--- config.mk ---
export PLATFORM = sky130hd
export DESIGN_NAME = sq_pattern_sender
export DESIGN_NICKNAME = d
export VERILOG_FILES = /design/src/rtl/sq_pattern_sender.sv
export SDC_FILE = /design/constraint.sdc
export NUM_CORES = 1
export LEC_CHECK = 0
export ABC_AREA = 1
export BUFFER_PORTS_ARGS = -buffer_cell sky130_fd_sc_hd__buf_4
export CORE_MARGIN = 2
export CORE_UTILIZATION = 30
export DETAILED_ROUTE_END_ITERATION = 7
export GPL_TIMING_DRIVEN = 0
export PLACE_DENSITY = 0.49
export SLEW_MARGIN = 0
export SYNTH_ARGS = -nofsm -noshare
export SYNTH_HDL_FRONTEND = slang
export SYNTH_SLANG_ARGS = --single-unit
--- constraint.sdc ---
create_clock -name clk -period 2.75 [get_ports clk]
set_input_delay 0.4125 -clock clk [delete_from_list [all_inputs] [get_ports clk]]
set_output_delay 0.4125 -clock clk [all_outputs]
set_load 0.1 [all_outputs]
--- src/rtl/sq_pattern_sender.sv ---
// Serial pattern transmitter: loads a WIDTH-bit pattern and shifts it onto ds one bit per step_en.
// Latency: load accept -> first bit valid on ds the next cycle; each bit holds until the next step_en.
// Backpressure: load_ready is high only in IDLE; a load offered while busy is ignored (no buffering).
//
// Ports:
//   clk, reset            system clock, synchronous active-high reset
//   step_en               one-cycle advance strobe, one bit per strobe
//   load_valid/load_data  pattern offer; load_ready accepts it (IDLE only)
//   loop                  retransmit the same pattern continuously (sampled at frame end)
//   abort                 drop the current frame and return to IDLE
//   ds, ds_valid          serial data bit and its qualifier
//   bit_idx               index of the bit on ds (0 = first sent)
//   busy                  sender not idle
//   frame_done            one-cycle pulse after the last bit of a frame is stepped
//   frame_cnt             completed frames, wraps
module sq_pattern_sender #(
    parameter int WIDTH     = 8,
    parameter int MSB_FIRST = 1,
    parameter int GAP       = 0,
    parameter int CNT_W     = 8
) (
    input  logic             clk,
    input  logic             reset,
    input  logic             step_en,
    input  logic             load_valid,
    input  logic [WIDTH-1:0] load_data,
    output logic             load_ready,
    input  logic             loop,
    input  logic             abort,
    output logic             ds,
    output logic             ds_valid,
    output logic [3:0]       bit_idx,
    output logic             busy,
    output logic             frame_done,
    output logic [CNT_W-1:0] frame_cnt
);

    typedef enum logic [1:0] {
        S_IDLE  = 2'd0,
        S_SHIFT = 2'd1,
        S_GAP   = 2'd2
    } state_t;

    localparam int          LAST_I   = WIDTH - 1;
    localparam logic [3:0]  LAST_IDX = LAST_I[3:0];
    // With GAP == 0 the GAP state is never entered, so the compare value is irrelevant.
    localparam int          GAP_LAST_I = (GAP > 0) ? GAP - 1 : 0;
    localparam logic [3:0]  GAP_LAST   = GAP_LAST_I[3:0];
    localparam int          OUT_BIT    = (MSB_FIRST != 0) ? WIDTH - 1 : 0;

    state_t           state, state_nxt;
    logic [WIDTH-1:0] shreg;
    logic [WIDTH-1:0] pat;
    logic [3:0]       gap_cnt;

    logic last_step;
    logic gap_end;

    assign last_step = (state == S_SHIFT) && step_en && (bit_idx == LAST_IDX);
    assign gap_end   = (state == S_GAP) && step_en && (gap_cnt == GAP_LAST);

    // State register
    always_ff @(posedge clk) begin
        if (reset) begin
            state <= S_IDLE;
        end else begin
            state <= state_nxt;
        end
    end

    // Next-state logic; abort overrides every other transition
    always_comb begin
        state_nxt = state;
        case (state)
            S_IDLE: begin
                if (load_valid) begin
                    state_nxt = S_SHIFT;
                end
            end
            S_SHIFT: begin
                if (last_step) begin
                    if (GAP > 0) begin
                        state_nxt = S_GAP;
                    end else if (loop) begin
                        state_nxt = S_SHIFT;
                    end else begin
                        state_nxt = S_IDLE;
                    end
                end
            end
            S_GAP: begin
                if (gap_end) begin
                    state_nxt = loop ? S_SHIFT : S_IDLE;
                end
            end
            default: state_nxt = S_IDLE;
        endcase
        if (abort) begin
            state_nxt = S_IDLE;
        end
    end

    // Outputs decoded from registered state only
    always_comb begin
        load_ready = (state == S_IDLE);
        busy       = (state != S_IDLE);
        ds_valid   = (state == S_SHIFT);
        ds         = (state == S_SHIFT) ? shreg[OUT_BIT] : 1'b0;
    end

    // Datapath: shift register, counters and the frame_done pulse
    always_ff @(posedge clk) begin
        if (reset) begin
            shreg      <= '0;
            pat        <= '0;
            bit_idx    <= '0;
            gap_cnt    <= '0;
            frame_cnt  <= '0;
            frame_done <= 1'b0;
        end else begin
            frame_done <= 1'b0;
            if (abort) begin
                // Frame is dropped: not counted, no frame_done even on the last-bit step.
                bit_idx <= '0;
                gap_cnt <= '0;
            end else begin
                case (state)
                    S_IDLE: begin
                        if (load_valid) begin
                            pat     <= load_data;
                            shreg   <= load_data;
                            bit_idx <= '0;
                        end
                    end
                    S_SHIFT: begin
                        if (step_en) begin
                            if (MSB_FIRST != 0) begin
                                shreg <= {shreg[WIDTH-2:0], 1'b0};
                            end else begin
                                shreg <= {1'b0, shreg[WIDTH-1:1]};
                            end
                            if (bit_idx == LAST_IDX) begin
                                frame_done <= 1'b1;
                                frame_cnt  <= frame_cnt + CNT_W'(1);
                                bit_idx    <= '0;
                                if (GAP > 0) begin
                                    gap_cnt <= '0;
                                end else if (loop) begin
                                    shreg <= pat;
                                end
                            end else begin
                                bit_idx <= bit_idx + 4'd1;
                            end
                        end
                    end
                    S_GAP: begin
                        if (step_en) begin
                            gap_cnt <= gap_cnt + 4'd1;
                            if (gap_cnt == GAP_LAST && loop) begin
                                shreg <= pat;
                            end
                        end
                    end
                    default: ;
                endcase
            end
        end
    end

endmodule

; After elaboration in Yosys (flattened, before gate mapping)
; Index checks and enable logic that the tools add are counted.
[word_totals]
regBits = 35
latchBits = 0
ram_bits = 0
rom_bits = 0
out_inout_bits = 17
wordCells = 58
n_memories = 0
[classes]
add_sub_neg = 3
multipliers = 0
div_mod_pow = 0
n_lt_le_gt_ge = 0
eq_ne = 9
n_shift = 0
muxes = 18
n_bitwise = 3
reduce_logical = 18
[ops]
columns = op, n
row1 = $mux W8, 6
row2 = $pmux W8 S3, 1
row3 = $mux W4, 3
row4 = $reduce_and A3 Y1, 3
row5 = $add A4 B1 Y4 const B, 2
row6 = $add A8 B1 Y8 const B, 1
row7 = $ne A2 B2 Y1 const B, 4
row8 = $pmux W4 S2, 1
row9 = $mux W2, 3
row10 = $pmux W2 S3, 1
row11 = $reduce_and A6 Y1, 1
row12 = $logic_and A1 B1 Y1, 5
row13 = $eq A4 B3 Y1 const B, 1
row14 = $logic_not A4 Y1, 1
row15 = $ne A2 B1 Y1 const B, 2
row16 = $reduce_and A4 Y1, 1
row17 = $reduce_bool A2 Y1, 2
row18 = $reduce_or A4 Y1, 1
row19 = $mux W1, 3
row20 = $not A1 Y1, 3
row21 = $reduce_bool A3 Y1, 1
row22 = $eq A2 B1 Y1 const B, 1
row23 = $eq A2 B2 Y1 const B, 1
row24 = $logic_not A2 Y1, 1
row25 = 2 further kinds, 2

; Logic depth before layout (Yosys ltp)
; Gate-level depths: netlist of the first run.
[depth]
ltp_word = 5
ltp_mapped = 10

; Worst setup path before layout of the first run
; OpenSTA, ideal clock, no wires.
[synth_timing]
kind = register to output
startpoint = reg state[0]
endpoint = out ds
t_arrival_ns = 2.031
t_required_ns = 2.338
setup_slack_ns = 0.307
path_stages_with_launch = 4
path_buffers = 1
cell_sequence = dfxtp_1 > clkbuf_1 > nand2_1 > inv_1
[synth_between]
elab_chain_len = 2
[synth_lines]
columns = item, line_no
row1 = "start, declared", 51  ; state_t state, state_nxt;
row2 = "start signal, assigned", 67  ; state <= state_nxt;
row3 = $eq A2 B1 Y1, 108  ; ds = (state == S_SHIFT) ? shreg[OUT_BIT] : 1'b0;
row4 = $mux W1, 108
row5 = "end, declared", 30  ; output logic ds,
; Every way passes these cells.

; Final worst setup path of the first run
; Ends and elaborated chain as after synthesis.

==> results.cfg, run 1 <==
[status]
outcome = complete, no violations

[critical_path]
arrival_ns = 1.59
end_kind = primary output
cp_slowest_cell = dfxtp_1
worstSetupStartpointType = flip-flop
r2r_setup_slack_ns = 1.11
r2r_end = shreg[3]$_SDFFE_PP0P_
max_stage_delay_ns = 0.44
crit_type = reg -> out
cp_max_fo = 10
r2r_cells = 7
rr_startpoint = bit_idx[0]$_SDFFE_PP0P_
path_cells = clkbuf_1 > nand2_1 > inv_1 > buf_4
cp.required_ns = 2.34

[routing]
viasPerCell = 4.57
wirelength_um = 3690
first_pass_iters = 4
drc_errors = 0
dr_total_vias = 1431
drtAntennaViolNets = 0
first_iter_violations = 46
drt-wirelength-per-cell_um = 11.8

[placed_design]
dp_hpwl_um = 2540
gp_congestion = 0.757
placed_area_um2 = 1760
port_buffers = 28

[hold_path]
holdPathStages = 3
hp-start = load_data[3]
hold_path_class = in -> reg
holdPathEnd = pat[3]$_SDFFE_PP0P_

[layout]
final_area_um2 = 1850
n_antenna_cell = 0
areaGrowthSynthToFinish_pct = 26.2
fin_nets = 261
layout-drive-gt1-share_pct = 20.3

[sta]
final.setup.tns_ns = 0
slew_viol_final = 0
setup_viol = 0
slew_headroom_pct = 68.1
tightest_slew_ns = 0.479
max_freq_mhz = 500
rsz0062_at_grt = no
min_period_ns = 2.00
hold_viol_final = 0
finalCritPeriodShare_pct = 72.7
finClkSkew_ns = 0.00623
whs_ns = 0.416

[clock_network]
cts_hold_buf = 0
cts.sinks = 30
clk_latency_ns = 0.29
cts.root.buffer_cell = clkbuf_8
post-cts-setup-buffer-count = 0
htree_levels = 2
cts_tree = done
path_clk_slew_ns = 0.07
cts-buffers-inserted = 5
clockBufferDepth = 2
cts_resized = 0

[global_route]
grt_pass1_wl_um = 6130
grt_max_degree = 11
track_usage_pct = 14.7
grt_pass1_vias = 1285
grt_overflow = 0
antenna_found_initial = 0

[logic_synthesis]
syn_avg_cell_area_um2 = 6.99
synthArstFlopShare_pct = 0
synth_area_leader_cell = dfxtp_1
yosys_warnings = 0
synth.top_cell.area_share_pct = 40.9
yosysMostFrequentCell = nand2_1
synth_cells = 210
ys.flop_type = dfxtp_1
yosysSeqAreaShare_pct = 40.9
synthTopCellsByCount = 42 x nand2_1, 35 x a21oi_1, 30 x dfxtp_1
netlist_area_um2 = 1470
synth_edf_count = 0
ys_top_cells_by_area = dfxtp_1 41%, a21oi_1 12%, nand2_1 11%
yosys_register_bits = 30
syn_nets = 226
yosysUniqueCellTypes = 23

[pwr]
p_leak_nw = 0.804
irDropWorstVdd_mv = 0.317
cellPowerDensity_nw_per_um2 = 507

[floorplanning]
die_w_um = 74.0
die-area_um2 = 5470
core-area_um2 = 4720
start_util_pct = 31.1
die_h_um = 74.0
rows = 25
io_pins = 31

[flow_run]
maxCapViolCount = 0
## report_power, final
group / internal, mW / switching (mW)
clock: 0.202 / 0.172
combinational: 0.0348 / 0.0728
sequential: 0.452 / 0.00759
## metal layers
| layer | global-route usage, % | wire length [µm] |
|---|---|---|
| met1 | 20.0 | 1780 |
| met2 | 22.5 | 1680 |
| met3 | 3.66 | 213 |
| met4 | 5.86 | 18 |
| met5 | 0 | 0 |
## worst max-delay path, delay by kind of cell, from the launching register on
kind	cells	cell delay, ns
DFF	1	0.44
buffers and inverters	3	0.77
and+or+nand+nor	1	0.09
## registers in the layout (all words and copies together) (netlist names)
register	count
bit_idx	4
frame_cnt	8
frame_done	1
pat	8
shreg	8
state	1
## metrics by stage
| step | setup WS [ns] | total power [mW] | util, % | std cells |
|---|---|---|---|---|
| after floorplan | 0.307 | 0.541 | - | 210 |
| after global placement | 1.03 | 0.577 | 37.3 | 305 |
| after detailed placement | 1.04 | 0.577 | 37.3 | 305 |
| after CTS | 0.712 | 0.953 | 39.3 | 313 |
| after global routing | 0.597 | 0.987 | 39.3 | 313 |
| final | 0.750 | 0.941 | 39.3 | 313 |
## cells in the final DEF, fill, tap and decap left out
| master | count |
|---|---|
| buf_4 | 29 |
| nor3_1 | 2 |
| clkbuf_8 | 6 |
| clkinv_2 | 1 |
| clkbuf_2 | 1 |
| inv_2 | 3 |
| buf_2 | 1 |
| a211oi_1 | 1 |
| clkbuf_1 | 4 |
| nand3_4 | 1 |
| nand2_2 | 5 |
| nand3_1 | 22 |
| inv_6 | 1 |
| inv_1 | 26 |
| dfxtp_1 | 30 |
| ha_1 | 2 |
| nand2_4 | 1 |
| nand2_1 | 42 |
| xor2_1 | 2 |
| o21ai_0 | 17 |
| nor2_1 | 11 |
| o22ai_1 | 1 |
| nand4_1 | 1 |
| nor2_8 | 1 |
| a21oi_1 | 35 |
## final cells by class
cell class | instances | area (µm²)
Clock inverter | 1 | 5.00
Fill cell | 519 | 2870
Buffer | 6 | 28.8
Tap cell | 67 | 83.8
Multi-Input combinational cell | 144 | 722
Clock buffer | 7 | 86.3
Inverter | 30 | 118
Sequential cell | 30 | 601
Timing Repair Buffer | 28 | 210
## logic make-up after synthesis
logic type,synth area share [%]
fa+ha+maj,1.70
buf+inv,9.97
simple gates,27.6
flops,40.9
xor+xnor,1.19
compound gates,18.7
## worst max path at each step
stage,slack (ns),to,from,cells after the start
3_5_place_dp,1.04,ds,state[0]$_SDFFE_PP0P_,4
3_3_place_gp,1.03,ds,state[0]$_SDFFE_PP0P_,4
4_1_cts,0.71,ds,state[0]$_SDFFE_PP0P_,4
5_1_grt,0.60,ds,state[0]$_SDFFE_PP0P_,4
6_report,0.75,ds,state[0]$_SDFFE_PP0P_,4
2_1_floorplan,0.31,ds,state[0]$_SDFFE_PP0P_,3
Note: power is estimated with default switching activity, not from simulation.
==> run 2: changes to the inputs <==
--- a/config.mk
+++ b/config.mk
@@ -5,7 +5,7 @@
 export SDC_FILE = /design/constraint.sdc
 export NUM_CORES = 1
 export LEC_CHECK = 0
-export ABC_AREA = 1
+export ABC_AREA = 0
 export BUFFER_PORTS_ARGS = -buffer_cell sky130_fd_sc_hd__buf_4
 export CORE_MARGIN = 2
 export CORE_UTILIZATION = 30
==> constraint.sdc (replaced) <==
create_clock -name clk -period 2 [get_ports clk]
set_input_delay 0.3 -clock clk [delete_from_list [all_inputs] [get_ports clk]]
set_output_delay 0.3 -clock clk [all_outputs]
set_load 0.1 [all_outputs]
==> run 2 against run 1 <==
  * Global-route usage down 0.42 points
  * Clock skew down 0.00052 ns
  * Area after synthesis up 6.2%
  * Count of clock-buffer cells in the layout up 1
  * Critical path type unchanged
  * Largest power group unchanged
  * Sequential power up 37%
  * Routed wire length up 6.1%
  * Largest cell class unchanged
  * Sequential share of layout area down 1.7 points
  * Via count down 0.14%
  * Sequential cell count unchanged
==> results.cfg, run 2 <==
[global_route]
track_usage_pct = 14.3
grt_overflow = 0
grt_pass1_vias = 1335
grt_max_degree = 11
grt_pass1_wl_um = 6610
antenna_found_initial = 0

[clock_network]
cts_tree = done
path_clk_slew_ns = 0.06
post-cts-setup-buffer-count = 0
cts.root.buffer_cell = clkbuf_8
cts.sinks = 30
clk_latency_ns = 0.29
cts-buffers-inserted = 5
htree_levels = 2
clockBufferDepth = 2
cts_hold_buf = 0
cts_resized = 0

[logic_synthesis]
ys.flop_type = dfxtp_1
synthArstFlopShare_pct = 0
yosysUniqueCellTypes = 41
yosys_warnings = 0
yosysSeqAreaShare_pct = 38.5
synth_edf_count = 0
yosysMostFrequentCell = dfxtp_1
syn_nets = 188
netlist_area_um2 = 1560
yosys_register_bits = 30
synthTopCellsByCount = 30 x dfxtp_1, 16 x a21oi_1, 16 x or3_1
ys_top_cells_by_area = dfxtp_1 38%, or3_1 6.4%, a21oi_1 5.1%
synth.top_cell.area_share_pct = 38.5
synth_area_leader_cell = dfxtp_1
syn_avg_cell_area_um2 = 9.07
synth_cells = 172

[critical_path]
cp_slowest_cell = dfxtp_2
cp.required_ns = 1.70
end_kind = primary output
arrival_ns = 1.50
crit_type = reg -> out
path_cells = buf_6 > buf_2 > and2_2 > buf_4
max_stage_delay_ns = 0.39
cp_max_fo = 10
worstSetupStartpointType = flip-flop

[routing]
first_pass_iters = 4
drtAntennaViolNets = 0
dr_total_vias = 1429
wirelength_um = 3910
drc_errors = 0
viasPerCell = 5.12
drt-wirelength-per-cell_um = 14.0
first_iter_violations = 70

[floorplanning]
rows = 26
die-area_um2 = 5790
io_pins = 31
die_h_um = 76.1
start_util_pct = 30.7
die_w_um = 76.1
core-area_um2 = 5070

[placed_design]
port_buffers = 29
dp_hpwl_um = 2830
gp_congestion = 0.799
place_ws_ns = 0.212

[flow_run]
maxCapViolCount = 0

[pwr]
cellPowerDensity_nw_per_um2 = 690
intPower_mw = 1.03
power_frac_comb_pct = 11.6
p_leak_nw = 0.756
irDropWorstVdd_mv = 0.290
clock_power_share_pct = 42.6
p_sw_share_pct = 25.0
net-switching-power_mw = 0.342
seqPwrFrac_pct = 45.8

[sta]
finClkSkew_ns = 0.00572
hold_viol_final = 0
max_freq_mhz = 554
rsz0062_at_grt = no
slew_headroom_pct = 63.7
final.setup.tns_ns = 0
fin_ws_ns = 0.196
finalCritPeriodShare_pct = 90.2
setup_viol = 0
slew_viol_final = 0
min_period_ns = 1.80
tightest_slew_ns = 0.544

[hold_path]
hold_path_class = in -> reg

[layout]
final_cell_mix = 30 x buf_4, 24 x dfxtp_1, 16 x a21oi_1, 16 x or3_1, 15 x nor2_1
top_regs = frame_cnt: 8 flops, pat: 8 flops, shreg: 8 flops
n_antenna_cell = 0
areaGrowthSynthToFinish_pct = 27.2
nFillCells = 543
fin_nets = 224
layout_commonest_cell = buf_4
layout-drive-gt1-share_pct = 31.6

[status]
outcome = complete, no violations
==> run 2: changes by cell type after synthesis, moves of 7 or more <==
cell / previous run / this run
inv_1: 26 / 5
mux2i_1: 0 / 8
nand3_1: 22 / 5
nand2_1: 42 / 1
mux2_2: 0 / 7
a32o_1: 0 / 7
nand3b_1: 0 / 8
or3_1: 0 / 16
a21oi_1: 35 / 16
o21ai_0: 17 / 4
==> run 2: path summary, 6_finish.rpt <==
check	startpoint	end	slack (ns)	cells past startpoint
max reg2reg	bit_idx[0]$_SDFFE_PP0P_	shreg[7]$_SDFFE_PP0P_	0.22	4
max	state[0]$_SDFFE_PP0P_	ds	0.20	4
min reg2reg	shreg[3]$_SDFFE_PP0P_	shreg[3]$_SDFFE_PP0P_	0.46	1
min	load_data[5]	pat[5]$_SDFFE_PP0P_	0.26	3
==> run 2: cell type report <==
cell class / count / area, µm² / area share (%)
clock buffer: 8 / 110 / 5.55
buffer: 12 / 70.1 / 3.53
timing repair buffer: 29 / 218 / 11.0
tap: 70 / 87.6 / 4.41
sequential: 30 / 608 / 30.6
multi-input combinational: 124 / 868 / 43.8
inverter: 6 / 22.5 / 1.13
==> run 2: cell families after synthesis <==
| kind of cell | after synthesis | share of synthesized area (%) |
|---|---|---|
| multiplexers | 15 | 10.2 |
| AO/OA/AOI/OAI | 34 | 14.6 |
| AND/OR/NAND/NOR | 73 | 29.2 |
| flip-flops | 30 | 38.5 |
| buffers and inverters | 18 | 5.93 |
| adder cells (fa/ha/maj) | 2 | 1.60 |
==> run 2: routing by layer <==
layer | part of all wire (%) | GRT usage (%) | vias up
met4 | 1.8 | 6.00 | 0
met1 | 49 | 19.5 | 685
li1 | - | - | 705
met5 | 0 | 0 | -
met3 | 4.7 | 4.62 | 8
met2 | 44 | 20.8 | 31
==> run 2: through the flow <==
stage / power (mW) / instance area (µm²) / util, % / hold slack, ns / std cells
5_1_grt: 1.44 / 1980 / 39.1 / 0.258 / 279
3_5_place_dp: 0.801 / 1870 / 36.9 / 0.449 / 271
3_3_place_gp: 0.799 / 1870 / 36.9 / 0.445 / 271
2_1_floorplan: 0.747 / 1570 / - / 0.434 / 172
4_1_cts: 1.39 / 1980 / 39.1 / 0.258 / 279
6_report: 1.37 / 1980 / 39.1 / 0.256 / 279
==> run 2: power groups by stage <==
| stage | clock (mW) | sequential (mW) | combinational (mW) |
|---|---|---|---|
| final | 0.583 | 0.627 | 0.159 |
| after global placement | 0 | 0.640 | 0.158 |
| after detailed placement | 0 | 0.641 | 0.160 |
| after global routing | 0.642 | 0.629 | 0.174 |
| after floorplan | 0 | 0.648 | 0.0988 |
| after CTS | 0.600 | 0.627 | 0.160 |
==> run 2: critical path, delay by kind of cell (launching register included) <==
kind / cells / cell delay [ns]
buf+inv: 3 / 0.66
flops: 1 / 0.39
simple gates: 1 / 0.16
==> run 3: changes to the inputs <==
==> constraint.sdc (replaced) <==
create_clock -name clk -period 1.9 [get_ports clk]
set_input_delay 0.285 -clock clk [delete_from_list [all_inputs] [get_ports clk]]
set_output_delay 0.285 -clock clk [all_outputs]
set_load 0.1 [all_outputs]
==> run 3 against run 2 <==
  * Non-clock buffer count did not move
  * Critical path type unchanged
  * Count of clock-buffer cells in the layout did not move
  * Clock power fell by 15%
  * Combinational power rose by 7%
  * Sequential cell count did not move
  * Global-route usage rose by 0.47 points
  * Sequential power rose by 4.8%
  * Via count rose by 1.6%
==> results.cfg, run 3 (synthesized netlist as in run 2, its figures left out) <==
[status]
outcome = complete, no violations

[routing]
first_pass_iters = 4
dr_total_vias = 1452
first_iter_violations = 102
wirelength_um = 4050
drc_errors = 0
viasPerCell = 5.20
drt-wirelength-per-cell_um = 14.5
drtAntennaViolNets = 0

[sta]
finalCritPeriodShare_pct = 93.2
tightest_slew_ns = 0.583
max_freq_mhz = 565
setup_viol = 0
final.setup.tns_ns = 0
slew_headroom_pct = 61.1
finClkSkew_ns = 0.00750
slew_viol_final = 0
hold_viol_final = 0
fin_ws_ns = 0.129
min_period_ns = 1.77
rsz0062_at_grt = no

[pwr]
clock_power_share_pct = 37.4
net-switching-power_mw = 0.348
p_leak_nw = 0.740
intPower_mw = 0.973
p_sw_share_pct = 26.3
seqPwrFrac_pct = 49.8
irDropWorstVdd_mv = 0.393
cellPowerDensity_nw_per_um2 = 672
power_frac_comb_pct = 12.9

[placed_design]
dp_hpwl_um = 2850
port_buffers = 29
gp_congestion = 0.746
place_ws_ns = 0.191

[critical_path]
crit_buf_inv = 3
cp.required_ns = 1.62
cp_max_fo = 10
cp_slowest_cell = dfxtp_4
critical_path.top_delay_family = buffers and inverters
end_kind = primary output
worstSetupStartpointType = flip-flop
max_stage_delay_ns = 0.38
path_cells = buf_6 > buf_2 > and2_2 > buf_4
arrival_ns = 1.49
crit_type = reg -> out

[clock_network]
cts-buffers-inserted = 5
post-cts-setup-buffer-count = 0
cts_hold_buf = 0
cts.root.buffer_cell = clkbuf_8
htree_levels = 2
cts_tree = done
clockBufferDepth = 2
cts_resized = 0
path_clk_slew_ns = 0.06
cts.sinks = 30
clk_latency_ns = 0.28

[floorplanning]
start_util_pct = 30.7
io_pins = 31
die-area_um2 = 5790
die_h_um = 76.1
rows = 26
die_w_um = 76.1
core-area_um2 = 5070

[global_route]
track_usage_pct = 14.8
grt_overflow = 0
antenna_found_initial = 0
grt_max_degree = 11
grt_pass1_vias = 1363
grt_pass1_wl_um = 6800

[flow_run]
maxCapViolCount = 0

[layout]
fin_util_pct = 38.7
top_regs = frame_cnt: 8 flops, pat: 8 flops, shreg: 8 flops
layout-drive-gt1-share_pct = 31.6
areaGrowthSynthToFinish_pct = 26.0
n_antenna_cell = 0
layout_commonest_cell = buf_4
fin_nets = 224
final_cell_mix = 30 x buf_4, 21 x dfxtp_1, 16 x a21oi_1, 16 x or3_1, 15 x nor2_1

[hold_path]
hold_path_class = in -> reg
[run 3: path summary, 6_finish.rpt]
path | to | slack [ns] | depth (start not counted) | from
max | ds | 0.13 | 4 | state[0]$_SDFFE_PP0P_
min | pat[6]$_SDFFE_PP0P_ | 0.25 | 3 | load_data[6]
max reg2reg | shreg[3]$_SDFFE_PP0P_ | 0.15 | 4 | bit_idx[0]$_SDFFE_PP0P_
min reg2reg | shreg[4]$_SDFFE_PP0P_ | 0.46 | 1 | shreg[4]$_SDFFE_PP0P_
[run 3: final cells by class]
| cell class | instances | area [µm²] |
|---|---|---|
| tap | 70 | 87.6 |
| fill | 544 | 3110 |
| multi-input combinational | 124 | 868 |
| sequential | 30 | 619 |
| clock buffer | 8 | 80.1 |
| inverter | 6 | 22.5 |
| timing repair buffer | 29 | 218 |
| buffer | 12 | 70.1 |
[run 3: power by group through the flow]
stage               Combinational, mW  Clock, mW  Sequential, mW
floorplan                       0.104          0           0.679
global placement                0.168          0           0.670
detailed placement              0.170          0           0.671
CTS                             0.170      0.514           0.657
global route                    0.186      0.532           0.659
finish                          0.170      0.493           0.657
[run 3: layer usage]
layer,wire [µm],GRT usage [%]
met1,1950,20.1
met2,1800,21.7
met3,209,4.50
met4,84,6.36
met5,0,0
[run 3: stage by stage]
stage / std cells / hold slack [ns] / power [mW] / area, µm²
after floorplan: 172 / 0.432 / 0.783 / 1580
after global placement: 271 / 0.443 / 0.838 / 1890
after detailed placement: 271 / 0.451 / 0.841 / 1890
after CTS: 279 / 0.240 / 1.34 / 1970
after global routing: 279 / 0.251 / 1.38 / 1970
final: 279 / 0.245 / 1.32 / 1970
[run 3: worst reg2reg max path, cell delays in order, from the launching register on]
cell and delay, ns:
dfxtp_4 0.37, ha_1 0.27, nand4b_1 0.32, or3_1 0.41
a32o_1 0.26
